### src/rtl/csr_pkg.sv
// csr_pkg: cause codes, interrupt line indices and trap FSM encoding shared by the trap controller
package csr_pkg;
    localparam int CAUSE_INT_BIT = 63;
    localparam int IRQ_SW  = 0;
    localparam int IRQ_TIM = 1;
    localparam int IRQ_EXT = 2;
    localparam logic [5:0] CODE_SW_IRQ  = 6'd3;
    localparam logic [5:0] CODE_TIM_IRQ = 6'd7;
    localparam logic [5:0] CODE_EXT_IRQ = 6'd11;
    typedef enum logic [2:0] {ST_IDLE, ST_DRAIN, ST_SIGNAL, ST_WAIT, ST_REDIRECT} state_t;
    function automatic logic [63:0] irq_cause(input logic [5:0] code);
        irq_cause = 64'(code);
        irq_cause[CAUSE_INT_BIT] = 1'b1;
    endfunction
endpackage

### src/rtl/irq_prio_enc.sv
// irq_prio_enc: picks the winning interrupt line (external > software > timer) and its cause code
module irq_prio_enc
    import csr_pkg::*;
#(
    parameter int IRQ_W = 3
) (
    input  logic [IRQ_W-1:0] pend_en,
    output logic             hit,
    output logic [5:0]       code
);
    // fixed priority select over the three architectural lines
    always_comb begin
        hit  = pend_en[IRQ_EXT] | pend_en[IRQ_SW] | pend_en[IRQ_TIM];
        code = pend_en[IRQ_EXT] ? CODE_EXT_IRQ :
               pend_en[IRQ_SW]  ? CODE_SW_IRQ  :
               pend_en[IRQ_TIM] ? CODE_TIM_IRQ : 6'd0;
    end
endmodule

### src/rtl/trap_controller.sv
// trap_controller: accepts exceptions/interrupts, drains or flushes, signals the CSR file, redirects fetch
module trap_controller
    import csr_pkg::*;
#(
    parameter int          IRQ_W    = 3,
    parameter int          CSR_LAT  = 1,
    parameter logic [63:0] RESET_PC = 64'h0
) (
    input  logic             CLK,
    input  logic             RESET,
    input  logic             EXC_VALID,
    input  logic [5:0]       EXC_CODE,
    input  logic [63:0]      EXC_PC,
    input  logic [IRQ_W-1:0] IRQ_PEND,
    input  logic [IRQ_W-1:0] IRQ_EN,
    input  logic             GLOBAL_IE,
    input  logic             RET_BUSY,
    input  logic             RETIRE_VALID,
    input  logic [63:0]      RETIRE_NPC,
    input  logic             PIPE_EMPTY,
    input  logic [63:0]      PC_IN,
    output logic             CS,
    output logic [63:0]      CAUSE,
    output logic [63:0]      NPC,
    output logic             STALL,
    output logic             FLUSH,
    output logic             REDIRECT,
    output logic [63:0]      REDIRECT_PC,
    output logic             BUSY
);
    localparam int CW = CSR_LAT > 1 ? $clog2(CSR_LAT) : 1;

    state_t        state, state_d;
    logic [CW-1:0] cnt, cnt_d;
    logic [63:0]   last_npc, cause_d, npc_d, rpc_d;
    logic          irq_hit, irq_take;
    logic [5:0]    irq_code;

    irq_prio_enc #(.IRQ_W(IRQ_W)) u_prio (
        .pend_en (IRQ_PEND & IRQ_EN),
        .hit     (irq_hit),
        .code    (irq_code)
    );

    assign irq_take = GLOBAL_IE & ~RET_BUSY & irq_hit;
    assign CS       = state == ST_SIGNAL;
    assign REDIRECT = state == ST_REDIRECT;
    assign BUSY     = state != ST_IDLE;

    // state, wait counter, latched CSR payload and last retired next-PC
    always_ff @(posedge CLK) begin
        if (RESET) begin
            state       <= ST_IDLE;
            cnt         <= '0;
            CAUSE       <= '0;
            NPC         <= '0;
            REDIRECT_PC <= '0;
            last_npc    <= RESET_PC;
        end else begin
            state       <= state_d;
            cnt         <= cnt_d;
            CAUSE       <= cause_d;
            NPC         <= npc_d;
            REDIRECT_PC <= rpc_d;
            if (RETIRE_VALID) last_npc <= RETIRE_NPC;
        end
    end

    // next state, payload capture and the combinational STALL/FLUSH strobes
    always_comb begin
        state_d = state;
        cnt_d   = cnt;
        cause_d = CAUSE;
        npc_d   = NPC;
        rpc_d   = REDIRECT_PC;
        STALL   = 1'b0;
        FLUSH   = 1'b0;
        case (state)
            ST_IDLE: begin
                if (EXC_VALID) begin
                    cause_d = 64'(EXC_CODE);
                    npc_d   = EXC_PC;
                    FLUSH   = 1'b1;
                    state_d = ST_SIGNAL;
                end else if (irq_take) begin
                    cause_d = irq_cause(irq_code);
                    STALL   = 1'b1;
                    state_d = ST_DRAIN;
                end
            end
            ST_DRAIN: begin
                STALL = 1'b1;
                if (EXC_VALID) begin
                    cause_d = 64'(EXC_CODE);
                    npc_d   = EXC_PC;
                    FLUSH   = 1'b1;
                    state_d = ST_SIGNAL;
                end else if (PIPE_EMPTY) begin
                    npc_d   = RETIRE_VALID ? RETIRE_NPC : last_npc;
                    state_d = ST_SIGNAL;
                end
            end
            ST_SIGNAL: begin
                STALL   = 1'b1;
                cnt_d   = CW'(CSR_LAT - 1);
                state_d = ST_WAIT;
            end
            ST_WAIT: begin
                STALL   = 1'b1;
                cnt_d   = cnt == '0 ? cnt : cnt - 1'b1;
                rpc_d   = cnt == '0 ? PC_IN : REDIRECT_PC;
                state_d = cnt == '0 ? ST_REDIRECT : ST_WAIT;
            end
            ST_REDIRECT: state_d = ST_IDLE;
            default:     state_d = ST_IDLE;
        endcase
        if (RESET) begin
            STALL = 1'b0;
            FLUSH = 1'b0;
        end
    end
endmodule

### config.mk
export PLATFORM = sky130hd
export DESIGN_NAME = trap_controller
export DESIGN_NICKNAME = d
export VERILOG_FILES = /design/src/rtl/csr_pkg.sv /design/src/rtl/irq_prio_enc.sv /design/src/rtl/trap_controller.sv
export SDC_FILE = /design/constraint.sdc
export NUM_CORES = 1
export LEC_CHECK = 0
export CORE_AREA = 3 3 158 160
export DETAILED_ROUTE_END_ITERATION = 8
export DIE_AREA = 0 0 161 163
export DONT_BUFFER_PORTS = 1
export HOLD_SLACK_MARGIN = 0.08
export MAX_ROUTING_LAYER = met4
export PLACE_DENSITY = 0.52
export SETUP_SLACK_MARGIN = 0.02
export SYNTH_ARGS = -nofsm -noshare
export SYNTH_HDL_FRONTEND = slang
export SYNTH_SLANG_ARGS = --single-unit
### constraint.sdc
create_clock -name CLK -period 1.94 [get_ports CLK]
set_input_delay 0.388 -clock CLK [delete_from_list [all_inputs] [get_ports CLK]]
set_output_delay 0.388 -clock CLK [all_outputs]
set_load 0.01 [all_outputs]
==> results.md, run 1 <==
- Reg2reg setup slack: 0.10 ns
- HPWL after detailed placement: 15.88 mm
- Tot GR Track Use: 18.62%
- Port Buffer Count: 0
- Max Buffers Root-to-Sink: 3
- Share of the synthesized area in the top cell type: 50.73%
- Maxcap violations: 0
- Worst Hold Path EP: NPC[0]$_SDFFE_PP0P_
- Worst path bufs/invs: 0
- Required time of the worst setup path: 1.55 ns
- Delay-heaviest family, CP: compound AO/OA/AOI/OAI gates
- RSZ-0062 raised after global routing: true
- Commonest non-fill, non-tap cell in the layout: nand2_1
- CP arrival: 1.54 ns
- Row count: 56
- Htree depth: 1
- CP endpoint kind: output pin
- Drt total wl: roughly 25 mm
- DRC Markers: 0
- Slew HR: around 47%
- GR Util met2: 31.85%
- Largest net degree at the start of global routing: 83
- Final core utilization: 45.82%
- CTS tree: yes
- Cells after Synth: 957
- Clock latency at the later pin of the worst-skew pair: approximately 0.52 ns
- Setup violators final: 0
- Slowest CP cell: a222oi_1
- Largest cells by area after synthesis: dfxtp_1 51%, nand2_1 12%, mux2i_1 8.3%
- Die width: 161 um
- # nets final: 1340
- Area leader, netlist: dfxtp_1
- Remaining antenna violation count: 0
- Slew Viols, Final: 0
- Clock slew at reported path FFs: 0.05 ns
- Synthesis-to-finish area growth: 35.33%
- Avg WL per Cell: 17.43 um
- Gpl congestion: 0.7739
- Worst Skew: around 0.02 ns
- Commonest cells after routing, fill and taps aside: 257 x nand2_1, 201 x dfxtp_1, 196 x dlygate4sd3_1
- Remaining Overflow, GRT: 0
- Met3 usage: 6.358%
- R2R depth: 6
- Status: finished clean
- Drt first pass iters: 5
- Post-synthesis cell area: 7971 um2
- Tmin final: between 1.5 and 2 ns
- Cell area after placement: 8043 um2
- Vias in the first global route: 6861
- Root Buffer: clkbuf_16
- Number of distinct library cells after synthesis: 37
- Worst slew pin tran: 0.7962 ns
- Core area: 23540 um2
- Synth warn: 0
- Design Area, Final: between 10000 and 15000 um2
- Final worst-path cycle share: 99.21%
- Critical path, cell by cell: a222oi_1 -> nor3_1 -> o31a_1
- Hold Path Stages: 2
- Antenna violations before repair: 1
- #FFs+latches synth: just over 200
- Crit Path Class: input pin to output pin
- RR Startpoint: state[2]$_SDFFE_PP0P_
- Worst vdd ir: 0.6284 mV
- Busiest grt layer: met2
- Hold Fails Final Rpt: 0
- Initial Util: 33.86%
- Die Footprint: 26240 um2
- Maximum fanout along the worst path: 4
- Layout cells sized above 1: 5.692%
- Leakage power: 4.296 nW
- Starting DRT DRC Count: 383
- Vias: 6873
- Io pins: slightly above 400
- Cell Pwr Density: between 900 and 1000 nW/um2
- CP max stage delay: 0.71 ns
- FMAX: 519.5 MHz
- Die height: 163 um
- Critical Path Start Type: input pin
- Sequential-to-total area share from yosys stat: 50.73%
- CTS Sinks: 202
- Worst r2r dst: REDIRECT_PC[10]$_SDFFE_PP0P_
- Hold/Removal Path Class: input pin to flip-flop
- First-pass GRT wire length: 38.32 mm
- Avg Inst Size Synth: about 8.3 um2
- Grt met1 use: 21.23%
- Num CTS Buffers: 24
- Hold Crit Start: EXC_PC[0]
- Via density: 4.701
==> sequential cells by signal (all words and copies together) (netlist names) <==
signal	count
state	3
last_npc	64
NPC	64
REDIRECT_PC	64
CAUSE	7
==> power breakdown <==
group	leakage [nW]	total, W	switching (W)	internal (W)
Sequential	1.66	0.00470	0.000271	0.00443
Combinational	2.30	0.00117	0.000588	0.000579
Clock	0.342	0.00403	0.00172	0.00231
Total	4.30	0.00990	0.00258	0.00731
==> cell families after synthesis <==
group	synth area share, %
AO/OA/AOI/OAI	14.21
buffers and inverters	9.370
flip-flops	50.73
multiplexers	8.288
other	0.04704
AND/OR/NAND/NOR	17.36
==> stage by stage <==
stage	worst slack [ns]	power, W	TNS, ns	hold WS, ns	cells
after floorplan	0.2302	0.005476	0	0.4558	1013
after global placement	0.1395	0.005541	0	0.4674	1222
after detailed placement	0.1341	0.005554	0	0.4666	1222
after CTS	-0.03262	0.01000	-0.03262	0.08179	1457
after global routing	-0.06948	0.01036	-0.1045	0.09243	1462
final	0.01523	0.009897	0	0.09447	1462
==> worst max path at each step <==
stage	cells past startpoint	endpoint	start
after floorplan	4	FLUSH	RESET
after CTS	3	FLUSH	state[2]$_SDFFE_PP0P_
final	3	STALL	IRQ_EN[2]
after detailed placement	4	CAUSE[63]$_SDFFE_PP0P_	IRQ_PEND[2]
after global placement	4	CAUSE[63]$_SDFFE_PP0P_	IRQ_PEND[2]
after global routing	3	STALL	IRQ_EN[2]
==> per-layer routing <==
layer / routed length (um) / up-vias
met3: 2381 / 32
li1: - / 3380
met1: 10140 / 3177
met4: 531 / 0
met2: 12440 / 284
met5: 0 / -
==> synth_stat cells (all sizes together) <==
library cell	n
nand2	257
dfxtp	202
o21ai	131
buf	102
nor2	73
a21oi	68
mux2i	66
clkbuf	23
nand2b	5
a211oi	4
nand3	2
nand3b	2
nor3b	2
o211ai	2
or3	2
or3b	2
a2111oi	1
a21o	1
a222oi	1
a31oi	1
and2	1
and3b	1
conb	1
inv	1
nor3	1
nor4b	1
o2111a	1
o31a	1
o41ai	1
or2	1
==> timing repair <==
action / in CTS / in global routing
gates resized for setup: 4 / 5
hold endpoints to repair: 195 / 1
buffers inserted: 0 / 3
hold buffers: 196 / 1
pin swaps: 1 / 3
endpoints found under the setup margin: 3 / 8
==> cell type report <==
type | instances | area (um2)
flip-flops and latches | 202 | 4045
inverters | 1 | 3.754
repair buffers | 215 | 2207
multi-input cells | 685 | 3440
clock inverters | 7 | 50.05
well taps | 319 | 399.1
diodes | 1 | 2.502
fillers | 2283 | 12750
clock buffers | 32 | 640.6
No activity file was read; power rests on OpenSTA's default activity.
==> run 2, diff against run 1 <==
Settings changed: HOLD_SLACK_MARGIN 0.08 to 0.02, SETUP_SLACK_MARGIN 0.02 to unset.
==> results.md, run 2 (same netlist as run 1, synthesis figures left out) <==
- Slew Viols, Final: 0 (unchanged)
- Setup violators final: 0 (unchanged)
- Hold WS: 0.04211 ns (was 0.09447 ns)
- Status: finished clean (unchanged)
- Drt first pass iters: 4 (was 5)
- Hold Fails Final Rpt: 0 (unchanged)
- FMAX: 526.6 MHz (was 519.5 MHz)
- CTS Sinks: 202 (unchanged)
- Starting DRT DRC Count: 350 (was 383)
- Worst vdd ir: 0.6177 mV (was 0.6284 mV)
- Die width: 161 um (unchanged)
- Avg WL per Cell: 18.29 um (was 17.43 um)
- Critical path, cell by cell: buf_6 -> or3b_4 -> nor2_4 (was a222oi_1 -> nor3_1 -> o31a_1)
- Drt total wl: 24.93 mm (was 25.49 mm)
- Remaining antenna violation count: 0 (unchanged)
- Worst path bufs/invs: 1 (was 0)
- Slew HR: 48.44% (was 46.92%)
- Vias: 6496 (was 6873)
- Remaining Overflow, GRT: 0 (unchanged)
- Power Total: 0.009704 W (was 0.009897 W)
- Tot GR Track Use: 18.02% (was 18.62%)
- Multi-input logic area: 3440 um2 (unchanged)
- First-pass GRT wire length: 36.63 mm (was 38.32 mm)
- Fillcell total: 2401 (was 2283)
- Commonest non-fill, non-tap cell in the layout: nand2_1 (unchanged)
- CP max stage delay: 0.43 ns (was 0.71 ns)
- Hold/Removal Path Class: input pin to flip-flop (unchanged)
- Leakage power: 3.900 nW (was 4.296 nW)
- Cell Pwr Density: 989.9 nW/um2 (was 917.5 nW/um2)
- Crit Path Class: flip-flop to output pin (was input pin to output pin)
- CP endpoint kind: output pin (unchanged)
- Layout cells sized above 1: 6.442% (was 5.692%)
- Max Buffers Root-to-Sink: 3 (unchanged)
- Htree depth: 1 (unchanged)
- Setup tns final: 0 ns (unchanged)
- Critical Path Start Type: flip-flop (was input pin)
- CP arrival: 1.51 ns (was 1.54 ns)
- Gpl congestion: 0.7739 (unchanged)
- Via density: 4.766 (was 4.701)
- CTS tree: yes (unchanged)
- Tmin final: 1.899 ns (was 1.925 ns)
- Antenna violations before repair: 4 (was 1)
- Worst slew pin tran: 0.7735 ns (was 0.7962 ns)
- Largest regs: NPC x64, REDIRECT_PC x64, last_npc x64 (unchanged)
- R2R depth: 6 (unchanged)
- Maxcap violations: 0 (unchanged)
- Delay-heaviest family, CP: simple AND/OR/NAND/NOR gates (was compound AO/OA/AOI/OAI gates)
- Die Footprint: 26240 um2 (unchanged)
- RSZ-0062 raised after global routing: true (unchanged)
- Synthesis-to-finish area growth: 22.98% (was 35.33%)
- # nets final: 1238 (was 1340)
- Root Buffer: clkbuf_16 (unchanged)
- Initial Util: 33.86% (unchanged)
- Largest net degree at the start of global routing: 83 (unchanged)
- Core area: 23540 um2 (unchanged)
- Port Buffer Count: 0 (unchanged)
- Dpl ws: 0.1341 ns (unchanged)
- Num CTS Buffers: 24 (unchanged)
- Row count: 56 (unchanged)
- Die height: 163 um (unchanged)
- Hold Path Stages: 2 (unchanged)
- Cell depth of the worst setup path: 3 (unchanged)
- HPWL after detailed placement: 15.88 mm (unchanged)
- Clock slew at reported path FFs: 0.06 ns (was 0.05 ns)
- Maximum fanout along the worst path: 13 (was 4)
- Vias in the first global route: 6290 (was 6861)
- Commonest cells after routing, fill and taps aside: 257 x nand2_1, 201 x dfxtp_1, 92 x dlygate4sd3_1 (was 257 x nand2_1, 201 x dfxtp_1, 196 x dlygate4sd3_1)
- Required time of the worst setup path: 1.55 ns (about the same)
- Io pins: 408 (unchanged)
- DRC Markers: 0 (unchanged)
- Worst Skew: 0.01810 ns (was 0.02052 ns)
- Slowest CP cell: or3b_4 (was a222oi_1)
- Clock latency at the later pin of the worst-skew pair: 0.52 ns (about the same)
- Storage element area: 4045 um2 (unchanged)
- Final worst slack: 0.04106 ns (was 0.01523 ns)
- Final worst-path cycle share: 97.88% (was 99.21%)
-- run 2: power by group --
group	total, W	switching (W)	internal, W
combinational	0.000987	0.000550	0.000436
clock	0.00402	0.00171	0.00231
sequential	0.00470	0.000269	0.00443
total	0.00970	0.00253	0.00717
-- run 2: layout make-up --
type / count / share of cell area [%]
clock inverters: 7 / 0.5105
repair buffers: 113 / 12.39
clock buffers: 32 / 6.535
diodes: 4 / 0.1021
multi-input cells: 685 / 35.09
inverters: 1 / 0.03829
well taps: 319 / 4.071
flip-flops and latches: 202 / 41.26
-- run 2: final timing paths --
kind / from / to / slack [ns]
setup / recovery: state[1]$_SDFFE_PP0P_ / FLUSH / 0.04
hold reg to reg: last_npc[13]$_SDFF_PP0_ / last_npc[13]$_SDFF_PP0_ / 0.49
setup reg to reg: state[2]$_SDFFE_PP0P_ / REDIRECT_PC[37]$_SDFFE_PP0P_ / 0.08
hold / removal: EXC_CODE[4] / CAUSE[4]$_SDFFE_PP0P_ / 0.04
-- run 2: what timing repair did --
item	in CTS	in global routing
endpoints found under the setup margin	2	25
gates cloned	0	1
gates resized for setup	4	10
hold buffers	93	0
endpoints found under the hold margin	135	0
setup buffers	0	4
pin swaps	1	3
-- run 2: per-layer routing --
layer | track usage [%] | vias up | part of all wire, % | routed length [um]
met5 | - | - | 0 | 0
met4 | 4.145 | 0 | 2.2 | 537
met2 | 29.56 | 290 | 48 | 12010
met1 | 21.10 | 2990 | 40 | 9862
met3 | 6.867 | 29 | 10 | 2518
li1 | - | 3187 | - | -
-- run 2: worst register-to-register path, stage by stage, from the launching register on --
cell and delay, ns:
dfxtp_1 0.33, buf_6 0.15, nand3b_1 0.20, buf_12 0.24, nand2_1 0.11, a21oi_1 0.18
dlygate4sd3_1 0.58
-- run 2: through the flow --
stage	instances	cell area [um2]	util [%]
finish	1363	9803	41.64
detailed placement	1222	8043	34.16
floorplan	1013	8182	-
CTS	1354	9697	41.19
global route	1363	9803	41.64
global placement	1222	8043	34.16
